==> src/rtl/multdiv_unit.sv <==
// Iterative signed multiply/divide unit with tag, flush and exception reporting.
// Define MULTDIV_REM_EN to add the remainder output.
module multdiv_unit #(
    parameter int WIDTH = 32,
    parameter int TAG_W = 5
) (
    input  logic             clock,
    input  logic             reset,
    input  logic             start_mult,
    input  logic             start_div,
    input  logic [WIDTH-1:0] operand_a,
    input  logic [WIDTH-1:0] operand_b,
    input  logic [TAG_W-1:0] tag_in,
    input  logic             flush,
    output logic             busy,
    output logic             result_valid,
    output logic [WIDTH-1:0] result,
    output logic             exception,
    output logic [TAG_W-1:0] tag_out
`ifdef MULTDIV_REM_EN
    ,
    output logic [WIDTH-1:0] remainder
`endif
);

    localparam int CW = $clog2(WIDTH);

    typedef enum logic [1:0] {IDLE, RUN, FIX, DONE} state_t;

    state_t             state_q, state_d;
    logic [CW-1:0]      cnt_q, cnt_d;
    logic               fix_q, fix_d;
    logic [2*WIDTH-1:0] acc_q, acc_d;
    logic [WIDTH-1:0]   opb_q, opb_d;
    logic               div_q, div_d;
    logic               neg_q, neg_d;
    logic               sgna_q, sgna_d;
    logic [TAG_W-1:0]   tag_q, tag_d;
    logic [WIDTH-1:0]   res_q, res_d;
    logic               exc_q, exc_d;
    logic [TAG_W-1:0]   tago_q, tago_d;
`ifdef MULTDIV_REM_EN
    logic [WIDTH-1:0]   rem_q, rem_d;
`endif

    logic [WIDTH-1:0] a_mag, b_mag;
    logic             accept;
    logic [WIDTH:0]   msum, shrem, trial;
    logic [WIDTH-1:0] quot, prem;
    logic [WIDTH:0]   phi;

    assign a_mag = operand_a[WIDTH-1] ? -operand_a : operand_a;
    assign b_mag = operand_b[WIDTH-1] ? -operand_b : operand_b;

    assign accept = (state_q == IDLE || state_q == DONE)
                  && (start_mult || start_div) && !flush;

    // Multiply step: add multiplicand into upper half, shift right.
    assign msum = {1'b0, acc_q[2*WIDTH-1:WIDTH]}
                + (acc_q[0] ? {1'b0, opb_q} : '0);

    // Restoring divide step on {partial remainder, dividend/quotient}.
    assign shrem = {acc_q[2*WIDTH-1:WIDTH], acc_q[WIDTH-1]};
    assign trial = shrem - {1'b0, opb_q};

    assign quot = acc_q[WIDTH-1:0];
    assign prem = acc_q[2*WIDTH-1:WIDTH];
    assign phi  = acc_q[2*WIDTH-1:WIDTH-1];

    always_comb begin
        state_d = state_q;
        cnt_d   = cnt_q;
        fix_d   = fix_q;
        acc_d   = acc_q;
        opb_d   = opb_q;
        div_d   = div_q;
        neg_d   = neg_q;
        sgna_d  = sgna_q;
        tag_d   = tag_q;
        res_d   = res_q;
        exc_d   = exc_q;
        tago_d  = tago_q;
`ifdef MULTDIV_REM_EN
        rem_d   = rem_q;
`endif
        unique case (state_q)
            IDLE, DONE: begin
                state_d = IDLE;
                if (accept) begin
                    tag_d  = tag_in;
                    div_d  = !start_mult;
                    neg_d  = operand_a[WIDTH-1] ^ operand_b[WIDTH-1];
                    sgna_d = operand_a[WIDTH-1];
                    cnt_d  = '0;
                    fix_d  = 1'b0;
                    state_d = RUN;
                    if (start_mult) begin
                        opb_d = a_mag;
                        acc_d = {{WIDTH{1'b0}}, b_mag};
                    end else begin
                        opb_d = b_mag;
                        acc_d = {{WIDTH{1'b0}}, a_mag};
                    end
                    // Divide by zero bypasses the iteration entirely.
                    if (!start_mult && operand_b == '0) begin
                        state_d = DONE;
                        res_d   = '0;
                        exc_d   = 1'b1;
                        tago_d  = tag_in;
`ifdef MULTDIV_REM_EN
                        rem_d   = operand_a;
`endif
                    end
                end
            end
            RUN: begin
                if (div_q) begin
                    acc_d = {trial[WIDTH] ? shrem[WIDTH-1:0] : trial[WIDTH-1:0],
                             acc_q[WIDTH-2:0], ~trial[WIDTH]};
                end else begin
                    acc_d = {msum, acc_q[WIDTH-1:1]};
                end
                cnt_d = cnt_q + 1'b1;
                if (cnt_q == CW'(WIDTH - 1)) begin
                    state_d = FIX;
                end
            end
            FIX: begin
                if (!fix_q) begin
                    fix_d = 1'b1;
                    if (div_q) begin
                        acc_d = {sgna_q ? -prem : prem, neg_q ? -quot : quot};
                    end else begin
                        acc_d = neg_q ? -acc_q : acc_q;
                    end
                end else if (!flush) begin
                    state_d = DONE;
                    res_d   = quot;
                    tago_d  = tag_q;
                    if (div_q) begin
                        // Only MIN / -1 yields a positive quotient with MSB set.
                        exc_d = !neg_q && quot[WIDTH-1];
                    end else begin
                        exc_d = !((&phi) || !(|phi));
                    end
`ifdef MULTDIV_REM_EN
                    rem_d = div_q ? prem : '0;
`endif
                end
            end
        endcase
        if (flush) begin
            state_d = IDLE;
        end
    end

    always_ff @(posedge clock) begin
        if (reset) begin
            state_q <= IDLE;
            cnt_q   <= '0;
            fix_q   <= 1'b0;
            acc_q   <= '0;
            opb_q   <= '0;
            div_q   <= 1'b0;
            neg_q   <= 1'b0;
            sgna_q  <= 1'b0;
            tag_q   <= '0;
            res_q   <= '0;
            exc_q   <= 1'b0;
            tago_q  <= '0;
`ifdef MULTDIV_REM_EN
            rem_q   <= '0;
`endif
        end else begin
            state_q <= state_d;
            cnt_q   <= cnt_d;
            fix_q   <= fix_d;
            acc_q   <= acc_d;
            opb_q   <= opb_d;
            div_q   <= div_d;
            neg_q   <= neg_d;
            sgna_q  <= sgna_d;
            tag_q   <= tag_d;
            res_q   <= res_d;
            exc_q   <= exc_d;
            tago_q  <= tago_d;
`ifdef MULTDIV_REM_EN
            rem_q   <= rem_d;
`endif
        end
    end

    assign busy         = (state_q == RUN) || (state_q == FIX);
    assign result_valid = (state_q == DONE);
    assign result       = res_q;
    assign exception    = exc_q;
    assign tag_out      = tago_q;
`ifdef MULTDIV_REM_EN
    assign remainder    = rem_q;
`endif

endmodule

==> config.mk <==
export PLATFORM = sky130hd
export DESIGN_NAME = multdiv_unit
export DESIGN_NICKNAME = d
export VERILOG_FILES = /design/src/rtl/multdiv_unit.sv
export SDC_FILE = /design/constraint.sdc
export NUM_CORES = 1
export LEC_CHECK = 0
export CORE_ASPECT_RATIO = 1.5
export CORE_MARGIN = 1
export CORE_UTILIZATION = 60
export DETAILED_ROUTE_END_ITERATION = 7
export PLACE_DENSITY = 0.82
export RECOVER_POWER = 25
export SETUP_SLACK_MARGIN = 0.4
export SLEW_MARGIN = 20
export SYNTH_ARGS = -nofsm -noshare
export SYNTH_HDL_FRONTEND = slang
export SYNTH_SLANG_ARGS = --single-unit
==> constraint.sdc <==
create_clock -name clock -period 10.6 [get_ports clock]
set_clock_uncertainty 0.15 [all_clocks]
set_input_delay 3.18 -clock clock [delete_from_list [all_inputs] [get_ports clock]]
set_output_delay 3.18 -clock clock [all_outputs]
set_load 0.1 [all_outputs]
==> Word-level counts from Yosys, hierarchy flattened <==
Index checks and enable logic that the tools add are counted.
{ "totals": {"ff_bits": 150, "input_bits": 74, "output_inout_bits": 40, "word_cells": 103} }
{ "op_classes": {"add_sub_neg": 8, "n_eq_ne": 13, "mux": 39, "bitwise_logic": 2, "n_reduce_logical": 28} }
{ "ops": {"columns": ["cell", "count"], "rows": [
  ["$mux W32", 12],
  ["$mux W64", 5],
  ["$pmux W64 S3", 1],
  ["$neg A32 Y32", 4],
  ["$neg A64 Y64", 1],
  ["$pmux W32 S2", 1],
  ["$add A32 B32 Y33", 1],
  ["$reduce_and A33 Y1", 1],
  ["$reduce_or A33 Y1", 1],
  ["$sub A33 B32 Y33", 1],
  ["$logic_not A32 Y1", 1],
  ["$mux W5", 5],
  ["$pmux W5 S2", 2],
  ["$ne A2 B2 Y1 const B", 7],
  ["$mux W2", 4],
  ["$reduce_and A2 Y1", 4],
  ["$mux W1", 6],
  ["$ne A3 B3 Y1 const B", 2],
  ["$pmux W2 S3", 1],
  ["$add A5 B1 Y5 const B", 1],
  ["$eq A5 B5 Y1 const B", 1],
  ["$logic_not A1 Y1", 5],
  ["$reduce_and A5 Y1", 1],
  ["$eq A2 B2 Y1 const B", 2],
  ["other kinds (11)", 20]
]} }

==> Longest topological paths before layout <==
{ "depth": {"depth_word": 8, "mapped_depth": 17, "mapped_depth_nobuf": 15} }

==> Least setup slack after synthesis <==
OpenSTA, ideal clock, no wires.
{ "synth_timing": {"kind": "input-to-reg", "start": "in operand_a[9]", "end": "reg acc_q[24]", "setup_time_ns": 0.078, "t_arrival_ns": 5.672, "t_required_ns": 10.372, "path_slack_ns": 4.700, "cell_stages": 11, "path_buffers": 0, "cell_sequence": "or4_1 -> or3_1 -> or3_1 -> or2_1 -> nand2b_1 -> o31ai_1 -> xnor2_1 -> mux2i_1 -> a21oi_1 -> nor2_1 -> nor3_1"} }
{ "synth_between": {"elab_chain_len": 5} }
{ "synth_rtl": {"columns": ["element", "line", "rtl"], "rows": [
  ["start, declared", "11", "input logic [WIDTH-1:0] operand_a,"],
  ["$neg A32 Y32", "52", "assign a_mag = operand_a[WIDTH-1] ? -operand_a : operand_a;"],
  ["$mux W32", "52", null],
  ["$mux W32", "97", "if (start_mult) begin"],
  ["$mux W64", "89", "if (accept) begin"],
  ["$pmux W64 S3", "86", "unique case (state_q)"],
  ["end signal, assigned", "162", "acc_q <= '0;"],
  ["end signal, assigned", "178", "acc_q <= acc_d;"],
  ["end, declared", "33", "logic [2*WIDTH-1:0] acc_q, acc_d;"]
]} }
Every way passes these cells. The select of a mux whose other input is x is not followed.
A chain may end at the register's enable or synchronous reset.

==> Final worst setup path <==
{ "layout_timing": {"start": "in start_mult", "end": "reg acc_q[61]"} }
{ "layout_between": {"elab_chain_len": 5} }
{ "layout_rtl": {"columns": ["element", "line", "rtl"], "rows": [
  ["start, declared", "9", "input logic start_mult,"],
  ["$logic_or A1 B1 Y1", "56", "&& (start_mult || start_div) && !flush;"],
  ["$logic_and A1 B1 Y1 (2 in a row)", "56", null],
  ["$ne A2 B2 Y1 (no line)", null, null],
  ["$reduce_and A4 Y1 (no line)", null, null]
]} }
Every way passes these cells.

==> reports/summary.txt <==
Status - finished with violations
Failing checks - design-rule violations, max-capacitance violations, max-slew violations
Clock root cell - clkbuf_16
Crit path capture type - register
Maxcap violations - 3
Syn Std Cell Area - 13,600 µm²
Final Max Tran Viols - 132
Placed Cells incl. Taps - 2,178
FF+latch count, synth - 150
CP max-delay cell - clkbuf_1
Core footprint - 22,300 µm²
RSZ-0062 raised after global routing - false
Library cells used by synthesis - 81
Post-synth EDFFs - 0
WP buf/inv - 2
# clock sinks - 150
Die span in x - 125 µm
DP Wirelength - 35.8 mm
Worst hold slack - 296 ps
CTS Buf Count - 17
Syn Nets - 2,045
Setup crit end - acc_q[61]$_SDFFE_PP0P_
Area contributors post-synth - dfxtp_1 22%, ha_1 6.7%, nor2_1 6.4%, a21oi_1 6.2%, xnor2_1 5.7%
Fillers - 1,859
CP startpoint - start_mult
Sequential share of the synthesized area - 22.0%
Port Buf Inserts - 113
Largest net degree at the start of global routing - 89
Worst R2R End - acc_q[58]$_SDFFE_PP0P_
Post-CTS sizing - 0
Final min period - 7690 ps
Synth Flop Type - dfxtp_1
Critical R2R Launch - acc_q[31]$_SDFFE_PP0P_
Placed cell area - 14,800 µm²
Worst path cell trace - dlygate4sd3_1 > clkbuf_1 > nor2_1 > o21ai_1 > nand2_1 > nor3_2 > nand2_1 > a211oi_1 > nand3b_1 > o21ai_0 > o21bai_1
Vias in the first global route - 14,500
Initial DRC Count - 2,041
Slew @ Worst Pin - 4370 ps
First-pass GRT wire length - 77.7 mm
Worst-Skew Late Latency - 440 ps
Vert. Die Dim - 187 µm
Rel. slew slack - -192%
Synth warn - 0
Area grow syn2layout - 12.9%
Post-synth top area share - 22.0%
R2R Setup Slk - 5700 ps
Crit path kind - input pin to register
Share of cells above drive strength 1 - 5.64%
First drt pass iteration count - 8
Number of core rows - 67
Hold Path Class - register to register
Crit-path max FO - 32
GPL Wtd Cong - 1.03
Leak pwr - 5.91 nW
Pwr Density - 118 nW/µm²
Final wirelength - 49.3 mm
Final hold vios - 0
Worst path max stage delay - 1130 ps
Cell mode on critical path - nand2_1
Initial core utilization - 61.2%
DRC - 5
Clock-pin slew on the worst setup and hold paths - 70 ps
Post CTS Setup Buffer Count - 0
Syn Area/Cell - 7.20 µm²
Count of non-filler cells in the finished layout - 2,210
WP data required - 10,820 ps
Final Instance Area - 15,400 µm²
CP arrival - 7910 ps
Post-DR wirelength/cell - 22.3 µm
Nets - 2,070
Cell family with most CP delay - simple AND/OR/NAND/NOR gates
Initial antenna violation count - 1
Max clock buf depth - 2
Cell taking the most area after synthesis - dfxtp_1
Multi-input gate area - 9910 µm²
R2R depth - 14
Boundary Pins - 114
Worst VDD drop - 138 µV
Max Fclk - 130 MHz
Total track usage - 42.2%
Vias per cell - 6.89
ANT cells - 0
Reg area - 3010 µm²
Ys async rst share - 0%
Final Cycle Share - 72.5%
Remaining antenna violation count - 0
Grt ovf - 0
Final Setup Violations - 0
Total Power - 0.00183 W
Area of the die - 23,400 µm²
Htree depth - 4
TNS Setup - 0 ps
Syn Inst Count - 1,896
CTS tree - done
Cts hold-fix bufs - 0
Vias - 15,200
CP Launch Type - input pin
Cell count along the critical path - 11
==> sequential cells by signal, indices dropped and copies added (netlist names), 2 cells and up <==
signal	count
acc_q	64
cnt_q	5
opb_q	32
result	32
state_q	2
tag_out	5
tag_q	5
==> layout make-up <==
class / instances / area share [%]
clock inverter: 15 / 1.26
multi-input combinational: 1549 / 64.3
timing repair buffer: 133 / 8.22
tap: 276 / 2.24
sequential: 150 / 19.5
clock buffer: 17 / 2.76
inverter: 70 / 1.71
==> worst register-to-register path, stage by stage, from the launching register on <==
cell	delay (ps)
dfxtp_1	640
inv_1	150
ha_1	270
fa_1	390
nand2b_1	230
a21o_1	210
a31o_2	270
o21ai_0	350
nand3_1	170
nand2_1	250
xor2_2	690
buf_4	400
o21ai_0	140
a221o_1	290
a22o_1	200
==> cell usage after synthesis (all sizes together), types with 13 or more instances <==
library cell  count
nor3             71
inv              70
o41ai            13
a211oi           29
or3              25
nand4            15
mux2             14
o211ai           18
dfxtp           150
buf              17
xor2             54
a21o             22
a221oi           31
o21ai           110
a21oi           169
a31oi            18
a22oi            25
nor4             16
nand3            75
nand2           180
o31ai            22
mux2i            49
nand2b           24
o21a             13
or4              15
xnor2            89
ha               73
clkbuf          110
nor2            233
==> worst min path at each step <==
stage               depth (start not counted)                     from                 endpoint  slack, ps
floorplan                                   1    cnt_q[3]$_SDFFE_PP0P_    cnt_q[3]$_SDFFE_PP0P_        280
global placement                            2  result[22]$_SDFFE_PP0P_  result[22]$_SDFFE_PP0P_        290
detailed placement                          2   result[7]$_SDFFE_PP0P_   result[7]$_SDFFE_PP0P_        290
CTS                                         2  result[22]$_SDFFE_PP0P_  result[22]$_SDFFE_PP0P_        300
global route                                2  result[26]$_SDFFE_PP0P_  result[26]$_SDFFE_PP0P_        320
finish                                      2  result[22]$_SDFFE_PP0P_  result[22]$_SDFFE_PP0P_        300
==> placed cells by master, fill, tap and decap left out, types with 18 or more instances in the layout <==
master / n
a211oi_1: 29
a21o_1: 22
a21oi_1: 169
a221oi_1: 30
a22oi_1: 25
a31oi_1: 18
buf_4: 19
clkdlybuf4s50_1: 88
dfxtp_1: 149
dlygate4sd3_1: 23
ha_1: 72
inv_1: 68
mux2i_1: 49
nand2_1: 178
nand2b_1: 24
nand3_1: 75
nor2_1: 233
nor3_1: 65
o211ai_1: 18
o21ai_0: 103
o31ai_1: 21
or3_1: 22
xnor2_1: 88
xor2_1: 53
==> layer usage <==
layer / global-route usage, % / wire, µm / vias up
met2: 68.6 / 22800 / 949
met5: 0 / 13 / -
met4: 37.2 / 4750 / 2
met3: 8.03 / 4590 / 282
li1: - / - / 6945
met1: 47.0 / 17200 / 7049
==> where the power goes <==
| group | switching (W) | total [W] | internal (W) |
|---|---|---|---|
| logic | 0.000330 | 0.000528 | 0.000198 |
| clock network | 0.000278 | 0.000655 | 0.000377 |
| registers | 0.0000510 | 0.000643 | 0.000592 |
| total | 0.000659 | 0.00183 | 0.00117 |
==> metrics by stage <==
step	setup slack, ps	util (%)
floorplan	4700	-
global placement	3490	66.4
detailed placement	3210	66.4
CTS	3640	69.2
global route	2650	69.1
finish	2910	69.1
==> logic make-up (layout without fill, tap and decap cells) <==
logic type | after synthesis | count (layout) | synth area share (%)
AO/OA/AOI/OAI | 560 | 560 | 26.9
flip-flops | 150 | 150 | 22.0
adder cells (fa/ha/maj) | 75 | 75 | 6.99
AND/OR/NAND/NOR | 708 | 708 | 24.5
multiplexers | 63 | 63 | 4.75
XOR/XNOR | 143 | 143 | 9.18
buffers and inverters | 197 | 235 | 5.68
Power figures use the tool's default switching activity.
